--- src/rtl/spi_config_regs_if.sv ---
// SPI bus bundle for the configuration register slave.
// The master modport drives the bus and the slave modport only observes it.
interface spi_config_regs_if;
  logic sclk;
  logic copi;
  logic ncs;

  modport master (output sclk, output copi, output ncs);
  modport slave  (input  sclk, input  copi, input  ncs);
endinterface

--- src/rtl/spi_config_regs.sv ---
// Write-only SPI mode-0 slave that loads the five PWM configuration registers.
// SCLK, COPI and nCS are oversampled in the clk domain; a frame is committed only on a clean 16-bit write.
module spi_config_regs #(
  parameter int SYNC_STAGES = 2,
  parameter int MAX_ADDR    = 4
) (
  input  logic               clk,
  input  logic               rst_n,
  spi_config_regs_if.slave   spi,
  output logic [7:0]         en_reg_out_7_0,
  output logic [7:0]         en_reg_out_15_8,
  output logic [7:0]         en_reg_pwm_7_0,
  output logic [7:0]         en_reg_pwm_15_8,
  output logic [7:0]         pwm_duty_cycle,
  output logic               frame_ok
);

  localparam int          NUM_REGS   = 5;
  localparam logic [6:0]  MAX_ADDR_L = 7'(MAX_ADDR);

  typedef enum logic [1:0] {IDLE, SHIFT, COMMIT} state_t;

  logic [SYNC_STAGES-1:0] sclk_sync, copi_sync, ncs_sync;
  logic                   sclk_prev, ncs_prev;
  logic                   sclk_s, copi_s, ncs_s;
  logic                   sclk_rise, ncs_fall, ncs_rise;

  state_t       state_reg, state_next;
  logic [4:0]   count_reg, count_next;
  logic [15:0]  shift_reg, shift_next;
  logic         ovf_reg, ovf_next;
  logic         commit_ok;
  logic [6:0]   addr;
  logic [NUM_REGS-1:0] wr_en;
  logic [7:0]   cfg_regs [0:NUM_REGS-1];

  // Synchronizers reset to the idle bus levels so release does not fake an edge.
  always_ff @(posedge clk or negedge rst_n) begin
    if (!rst_n) begin
      sclk_sync <= '0;
      copi_sync <= '0;
      ncs_sync  <= '1;
      sclk_prev <= 1'b0;
      ncs_prev  <= 1'b1;
    end else begin
      sclk_sync <= {sclk_sync[SYNC_STAGES-2:0], spi.sclk};
      copi_sync <= {copi_sync[SYNC_STAGES-2:0], spi.copi};
      ncs_sync  <= {ncs_sync[SYNC_STAGES-2:0],  spi.ncs};
      sclk_prev <= sclk_s;
      ncs_prev  <= ncs_s;
    end
  end

  assign sclk_s    = sclk_sync[SYNC_STAGES-1];
  assign copi_s    = copi_sync[SYNC_STAGES-1];
  assign ncs_s     = ncs_sync[SYNC_STAGES-1];
  assign sclk_rise = sclk_s & ~sclk_prev;
  assign ncs_fall  = ~ncs_s & ncs_prev;
  assign ncs_rise  = ncs_s & ~ncs_prev;
  assign addr      = shift_reg[14:8];

  always_ff @(posedge clk or negedge rst_n) begin
    if (!rst_n) begin
      state_reg <= IDLE;
      count_reg <= '0;
      shift_reg <= '0;
      ovf_reg   <= 1'b0;
    end else begin
      state_reg <= state_next;
      count_reg <= count_next;
      shift_reg <= shift_next;
      ovf_reg   <= ovf_next;
    end
  end

  always_comb begin
    state_next = state_reg;
    count_next = count_reg;
    shift_next = shift_reg;
    ovf_next   = ovf_reg;
    commit_ok  = 1'b0;
    case (state_reg)
      IDLE: begin
        if (ncs_fall) begin
          count_next = '0;
          shift_next = '0;
          ovf_next   = 1'b0;
          state_next = SHIFT;
        end
      end
      SHIFT: begin
        if (sclk_rise) begin
          shift_next = {shift_reg[14:0], copi_s};
          if (count_reg == 5'd16) ovf_next = 1'b1;
          if (count_reg != 5'd17) count_next = count_reg + 5'd1;
        end
        if (ncs_rise) state_next = COMMIT;
      end
      COMMIT: begin
        commit_ok  = (count_reg == 5'd16) && !ovf_reg && shift_reg[15] && (addr <= MAX_ADDR_L);
        state_next = IDLE;
      end
      default: state_next = IDLE;
    endcase
  end

  genvar gi;
  generate
    for (gi = 0; gi < NUM_REGS; gi++) begin : g_wr_dec
      assign wr_en[gi] = commit_ok && (addr == 7'(gi));
    end
  endgenerate

  always_ff @(posedge clk or negedge rst_n) begin
    if (!rst_n) begin
      for (int i = 0; i < NUM_REGS; i++) cfg_regs[i] <= 8'h00;
      frame_ok <= 1'b0;
    end else begin
      for (int i = 0; i < NUM_REGS; i++)
        if (wr_en[i]) cfg_regs[i] <= shift_reg[7:0];
      frame_ok <= commit_ok;
    end
  end

  assign en_reg_out_7_0  = cfg_regs[0];
  assign en_reg_out_15_8 = cfg_regs[1];
  assign en_reg_pwm_7_0  = cfg_regs[2];
  assign en_reg_pwm_15_8 = cfg_regs[3];
  assign pwm_duty_cycle  = cfg_regs[4];

endmodule

--- src/flat_wrapper.sv ---
// flat-port wrapper written by rule: the top's interface ports become plain ports
module spi_config_regs_flat 
#(
  parameter int SYNC_STAGES = 2,
  parameter int MAX_ADDR    = 4
)
  (clk, rst_n, en_reg_out_7_0, en_reg_out_15_8, en_reg_pwm_7_0, en_reg_pwm_15_8, pwm_duty_cycle, frame_ok, spi_sclk, spi_copi, spi_ncs);
  spi_config_regs_if spi_i ();
  input  logic clk;
  input  logic rst_n;
  output logic [7:0] en_reg_out_7_0;
  output logic [7:0] en_reg_out_15_8;
  output logic [7:0] en_reg_pwm_7_0;
  output logic [7:0] en_reg_pwm_15_8;
  output logic [7:0] pwm_duty_cycle;
  output logic frame_ok;
  input wire logic [$bits(spi_i.sclk)-1:0] spi_sclk;
  input wire logic [$bits(spi_i.copi)-1:0] spi_copi;
  input wire logic [$bits(spi_i.ncs)-1:0] spi_ncs;
  assign spi_i.sclk = spi_sclk;
  assign spi_i.copi = spi_copi;
  assign spi_i.ncs = spi_ncs;
  spi_config_regs #(.SYNC_STAGES(SYNC_STAGES), .MAX_ADDR(MAX_ADDR)) u_core (.clk(clk), .rst_n(rst_n), .spi(spi_i), .en_reg_out_7_0(en_reg_out_7_0), .en_reg_out_15_8(en_reg_out_15_8), .en_reg_pwm_7_0(en_reg_pwm_7_0), .en_reg_pwm_15_8(en_reg_pwm_15_8), .pwm_duty_cycle(pwm_duty_cycle), .frame_ok(frame_ok));
endmodule
--- config.mk ---
export PLATFORM = sky130hd
export DESIGN_NAME = spi_config_regs_flat
export DESIGN_NICKNAME = d
export VERILOG_FILES = /design/src/rtl/spi_config_regs_if.sv /design/src/rtl/spi_config_regs.sv /design/src/flat_wrapper.sv
export SDC_FILE = /design/constraint.sdc
export NUM_CORES = 1
export LEC_CHECK = 0
export ABC_AREA = 1
export CORE_MARGIN = 8
export CORE_UTILIZATION = 60
export CTS_CLUSTER_DIAMETER = 120
export DETAILED_ROUTE_END_ITERATION = 10
export DONT_BUFFER_PORTS = 1
export HOLD_SLACK_MARGIN = 0.1
export MAX_ROUTING_LAYER = met4
export PLACE_DENSITY = 0.76
export SYNTH_ARGS = -nofsm -noshare
export SYNTH_HDL_FRONTEND = slang
export SYNTH_SLANG_ARGS = --single-unit
--- constraint.sdc ---
create_clock -name clk -period 1.7 [get_ports clk]
set_input_delay 0.085 -clock clk [delete_from_list [all_inputs] [get_ports clk]]
set_output_delay 0.085 -clock clk [all_outputs]
set_load 0.01 [all_outputs]
======== Word-level counts from Yosys, hierarchy flattened ========
Cells that the tools add are included.
W data, S select, Z words.
word-level totals
  register bits ........................... 73
  bits in latches ......................... 0
  memory bits (writable) .................. 0
  bits in read-only memories .............. 0
  input bits .............................. 5
  output and inout bits ................... 41
  logic and storage cells ................. 67
  memories kept ........................... 0
operators by class
  $add $sub $neg .......................... 1
  multipliers ............................. 0
  divide/modulo/power cells ............... 0
  magnitude comparators ................... 1
  equality and inequality tests ........... 13
  shift operators ......................... 0
  muxes and demuxes ....................... 15
  bitwise logic cells ..................... 6
  reduce and logical (&&, ||, !) cells .... 16
operators by type and width
  kind                   number
  $mux W16               2
  $pmux W16 S2           1
  $mux W5                3
  $eq A7 B2 Y1 const B   2
  $ne A2 B1 Y1 const B   5
  $pmux W5 S2            1
  $logic_and A1 B1 Y1    8
  $reduce_and A4 Y1      2
  $eq A7 B1 Y1 const B   1
  $eq A7 B3 Y1 const B   1
  $le A7 B3 Y1 const B   1
  $logic_not A7 Y1       1
  $add A5 B1 Y5 const B  1
  $eq A5 B5 Y1 const B   1
  $ne A5 B5 Y1 const B   1
  $mux W1                4
  $mux W2                2
  $pmux W2 S2            1
  $and A1 B1 Y1          3
  $not A1 Y1             3
  $reduce_and A3 Y1      1
  $eq A2 B1 Y1 const B   1
  $eq A2 B2 Y1 const B   1
  $logic_not A2 Y1       1
  4 further kinds        4

======== Logic depth before layout (Yosys ltp) ========
  word-level depth ........................ 6
  mapped depth ............................ 9
  depth with buffers taken out ............ 8

======== Least setup slack after synthesis ========
Ideal clock, no wire load.
  kind .................................... register to register
  start ................................... register u_core.count_reg[0]
  end ..................................... register u_core.cfg_regs (netlist bit u_core.en_reg_out_15_8[0])
  setup time .............................. 120 ps
  data arrival time ....................... 1385 ps
  required time ........................... 1580 ps
  path slack .............................. 196 ps
  stages on the path, launching flop included .. 9
  path buffers ............................ 1
  clock period less this slack ............ 1504 ps
  cells stage by stage .................... dfrtp_1 -> inv_1 -> ha_1 -> nand3_1 -> nor2_4 -> nand3_2 -> buf_6 -> o21ai_0 -> inv_1
between the ends
  longest elaborated chain between the ends .. 6
ends and longest elaborated chain
  what                              line                    text
  from (decl)                       spi_config_regs.sv:29   logic [4:0] count_reg, count_next;
  from (signal assigned)            spi_config_regs.sv:70   count_reg <= count_next;
  $eq A5 B5 Y1                      spi_config_regs.sv:100  commit_ok = (count_reg == 5'd16) && !ovf_reg && shift_reg[15] && (addr <= MAX_ADDR_L);
  $logic_and A1 B1 Y1 (3 in a row)  spi_config_regs.sv:100
  $mux W1                           spi_config_regs.sv:82   case (state_reg)
  $logic_and A1 B1 Y1               spi_config_regs.sv:110  assign wr_en[gi] = commit_ok && (addr == 7'(gi));
  to (signal, indexed assignment)   spi_config_regs.sv:120  if (wr_en[i]) cfg_regs[i] <= shift_reg[7:0];
  to (decl)                         spi_config_regs.sv:35   logic [7:0] cfg_regs [0:NUM_REGS-1];
Every way passes these cells.
A chain may end at the register's enable or synchronous reset.

======== Worst setup path in the final report ========
  start ................................... register u_core.count_reg[1]
  end ..................................... register u_core.cfg_regs (netlist bit u_core.en_reg_pwm_7_0[7])
Same word-level chain as after synthesis.

==> results.md <==
- Initial Util: 0.609
- Tcrit/Tclk final: 0.964
- Setup ws final: 0.0615 ns
- Largest net degree at the start of global routing: 74
- Ys Warns: 0
- # rows: 26
- Synth area leader: dfrtp_1
- Peak Freq: 0.610 GHz
- Number of synthesized register bits: 73
- Fin nets: 367
- Die H: 87.3 um
- Layout area overhead: 14.5%
- Slew at the pin closest to its max-slew limit: 0.413 ns
- Main combinational cell family by area after synthesis: simple AND/OR/NAND/NOR gates
- Drt first-iter violations: 208
- EDFF count, synth: 0
- Routed len/inst: 15.5 um
- Post-Synth Simple-Gate Area: 0.252
- Finished Layout Cells: 434
- Port Buffer Count: 0
- Core area: 5010 um2
- Total power: 3.57 mW
- DRT antenna net count: 0
- Initial antenna violation count: 0
- CTS clk-pin slew, worst paths: 0.07 ns
- Tot GR Track Use: 0.196
- Cell Pwr Density: 1020 nW/um2
- Fill count: 377
- Pre-CTS setup slack: -0.00764 ns
- WHS: -0.568 ns
- Final Instance Area: 3490 um2
- GP Congestion: 0.890
- Post-Synth XOR/XNOR Area: 0.00287
- Via count: 2314
- Synth area leaders: dfrtp_1, nand2_1, nand3_1
- CP endpoint kind: register
- Final number of setup-violating endpoints: 0
- Final min period: 1.64 ns
- Max cap viols: 0
- Cell with the most instances after synthesis: nand2_1
- Failing checks: negative hold slack
- Top post-synthesis cells by count: nand2_1, dfrtp_1, inv_1, nand3_1, o21ai_0
- Clock Skews: 0.00951 ns
- Crit start category: register
- Run status: finished with violations
- Clk buf depth: 2
- Full die area: 7620 um2
- Placed cell count: 410
- Cell count after synthesis: 338
- Post-Synth Adder-Cell Area: 0.0123
- Syn nets: 346
- Leakage: 1.96 nW
- Slowest stage cell, crit path: dfrtp_1
- Yosys cell types: 26
- Clk root buf: clkbuf_8
- CP max stage delay: 0.40 ns
- H-tree Lvls: 3
- Max FFs per register: 16
- Final count of hold timing violations: 73
- Seq/Total Area, Yosys: 0.600
- Vias in the first global route: 2193
- Die extent in x: 87.3 um
- Synthesized area: 3050 um2
- Clock latency on the worst-skew pair: 0.34 ns
- Syn Area/Cell: 9.02 um2
- DRT Pass-1 Iters: 4
- VDD IR-drop max: 0.000706 V
- Hold Buf Count CTS: 3
- Vias/cell: 5.33
- Crit Path Category: register to register
- First-pass GRT wire length: 11.0 mm
- DR DRC count: 0
- Hold Path Class: primary input to async pin
- Clock sink total: 73
- Synth async-reset ratio: 1.00
- CP required: 1.98 ns
- CTS tree: done
- Layout cell share with drive strength beyond 1: 0.132
- Antenna cells: 0
- Crit-path cells: inv_1, ha_1, nand3_2, nor2_4, nand3_2, nor2_4, nand2_1, nand2_1
- Compound-Gate Fraction of Synth Area: 0.0558
- Total CTS buffers: 9
- Boundary Pins: 46
- DP Wirelength: 4.42 mm
- Mux cell area share after synthesis: 0
- Worst rel slew slack: 0.724
- Crit-path max FO: 8
- Slew Viols, Final: 0
- Placed cell areas: 3170 um2
- Yosys top cell area share: 0.574
- Arr. time, crit path: 1.92 ns
- RSZ-0062 raised after global routing: yes
- GRT overflow: 0
- Post-Route WL: 6.71 mm
- Synth Flop Type: dfrtp_1
[stage by stage]
stage / util / setup TNS [ns]
2_1_floorplan: - / 0
3_3_place_gp: 0.632 / 0
4_1_cts: 0.681 / 0
5_1_grt: 0.697 / -0.945
6_report: 0.697 / 0
3_5_place_dp: 0.632 / -0.00876
[cell usage in the layout (no fill, tap or decap), types with 5 or more instances in the layout]
master	netlist	routed
nand2_1	100	99
dfrtp_1	70	70
inv_1	47	47
nand3_1	44	42
o21ai_0	27	16
buf_4	1	14
o21ai_1	2	12
nor2_1	12	11
clkbuf_8	0	9
nand4_1	5	5
[where the power goes]
group	internal (mW)	switching, mW
Combinational	0.103	0.181
Clock	0.823	0.595
Sequential	1.80	0.0718
Total	2.72	0.848
[kinds of logic (layout without fill, tap and decap cells)]
| group | count (synthesis) | in the layout |
|---|---|---|
| adders and majority gates | 3 | 3 |
| DFF | 73 | 73 |
| AOI/OAI and AO/OA | 32 | 32 |
| buffers and inverters | 57 | 82 |
| and+or+nand+nor | 172 | 173 |
| xor gates and xnor gates | 1 | 1 |
[final cells by class]
type                            count  area, um2  share of cell area
Timing Repair Buffer               18        146              0.0419
Inverter                           48        180              0.0516
Sequential cell                    73       1830               0.524
Clock buffer                       12        135              0.0387
Tap cell                           70       87.6              0.0251
Multi-Input combinational cell    209       1040               0.299
Clock inverter                      4       70.1              0.0201
[final timing paths]
kind / from / endpoint / slack [ns] / cells after the start
hold reg to reg: u_core.sclk_sync[0]$_DFF_PN0_ / u_core.sclk_sync[1]$_DFF_PN0_ / 0.35 / 0
hold / removal: rst_n / u_core.en_reg_pwm_15_8[6]$_DFFE_PN0P_ / -0.57 / 0
min in group clk: spi_ncs / u_core.ncs_sync[0]$_DFF_PN1_ / 0.28 / 1
setup reg to reg: u_core.count_reg[1]$_DFFE_PN0P_ / u_core.en_reg_pwm_7_0[7]$_DFFE_PN0P_ / 0.06 / 8
max in group asynchronous: rst_n / u_core.ncs_sync[0]$_DFF_PN1_ / 2.08 / 0
setup / recovery: u_core.count_reg[1]$_DFFE_PN0P_ / u_core.en_reg_pwm_7_0[7]$_DFFE_PN0P_ / 0.06 / 8
[per-layer routing]
| layer | global-route usage | routed length, um | vias to the layer above | share of wire |
|---|---|---|---|---|
| met2 | 0.299 | 3250 | 76 | 0.48 |
| met4 | 0.114 | 186 | 0 | 0.028 |
| met1 | 0.232 | 2800 | 1103 | 0.42 |
| li1 | - | - | 1117 | - |
| met5 | - | 0 | - | 0 |
| met3 | 0.0453 | 483 | 18 | 0.072 |
[timing repair]
item / in CTS / in global routing
pin swaps: 2 / 2
cloned: 0 / 1
buffers inserted: 1 / 3
endpoints found under the hold margin: 76 / 73
resized for setup: 1 / 20
setup endpoints to repair: 5 / 39
[worst max-delay path, delay by kind of cell, from the launching register on]
| kind | cells | cell delay (ns) |
|---|---|---|
| buffers and inverters | 1 | 0.10 |
| adder cells (fa/ha/maj) | 1 | 0.16 |
| flip-flops | 1 | 0.40 |
| AND/OR/NAND/NOR | 6 | 0.91 |
Power figures use the tool's default switching activity.
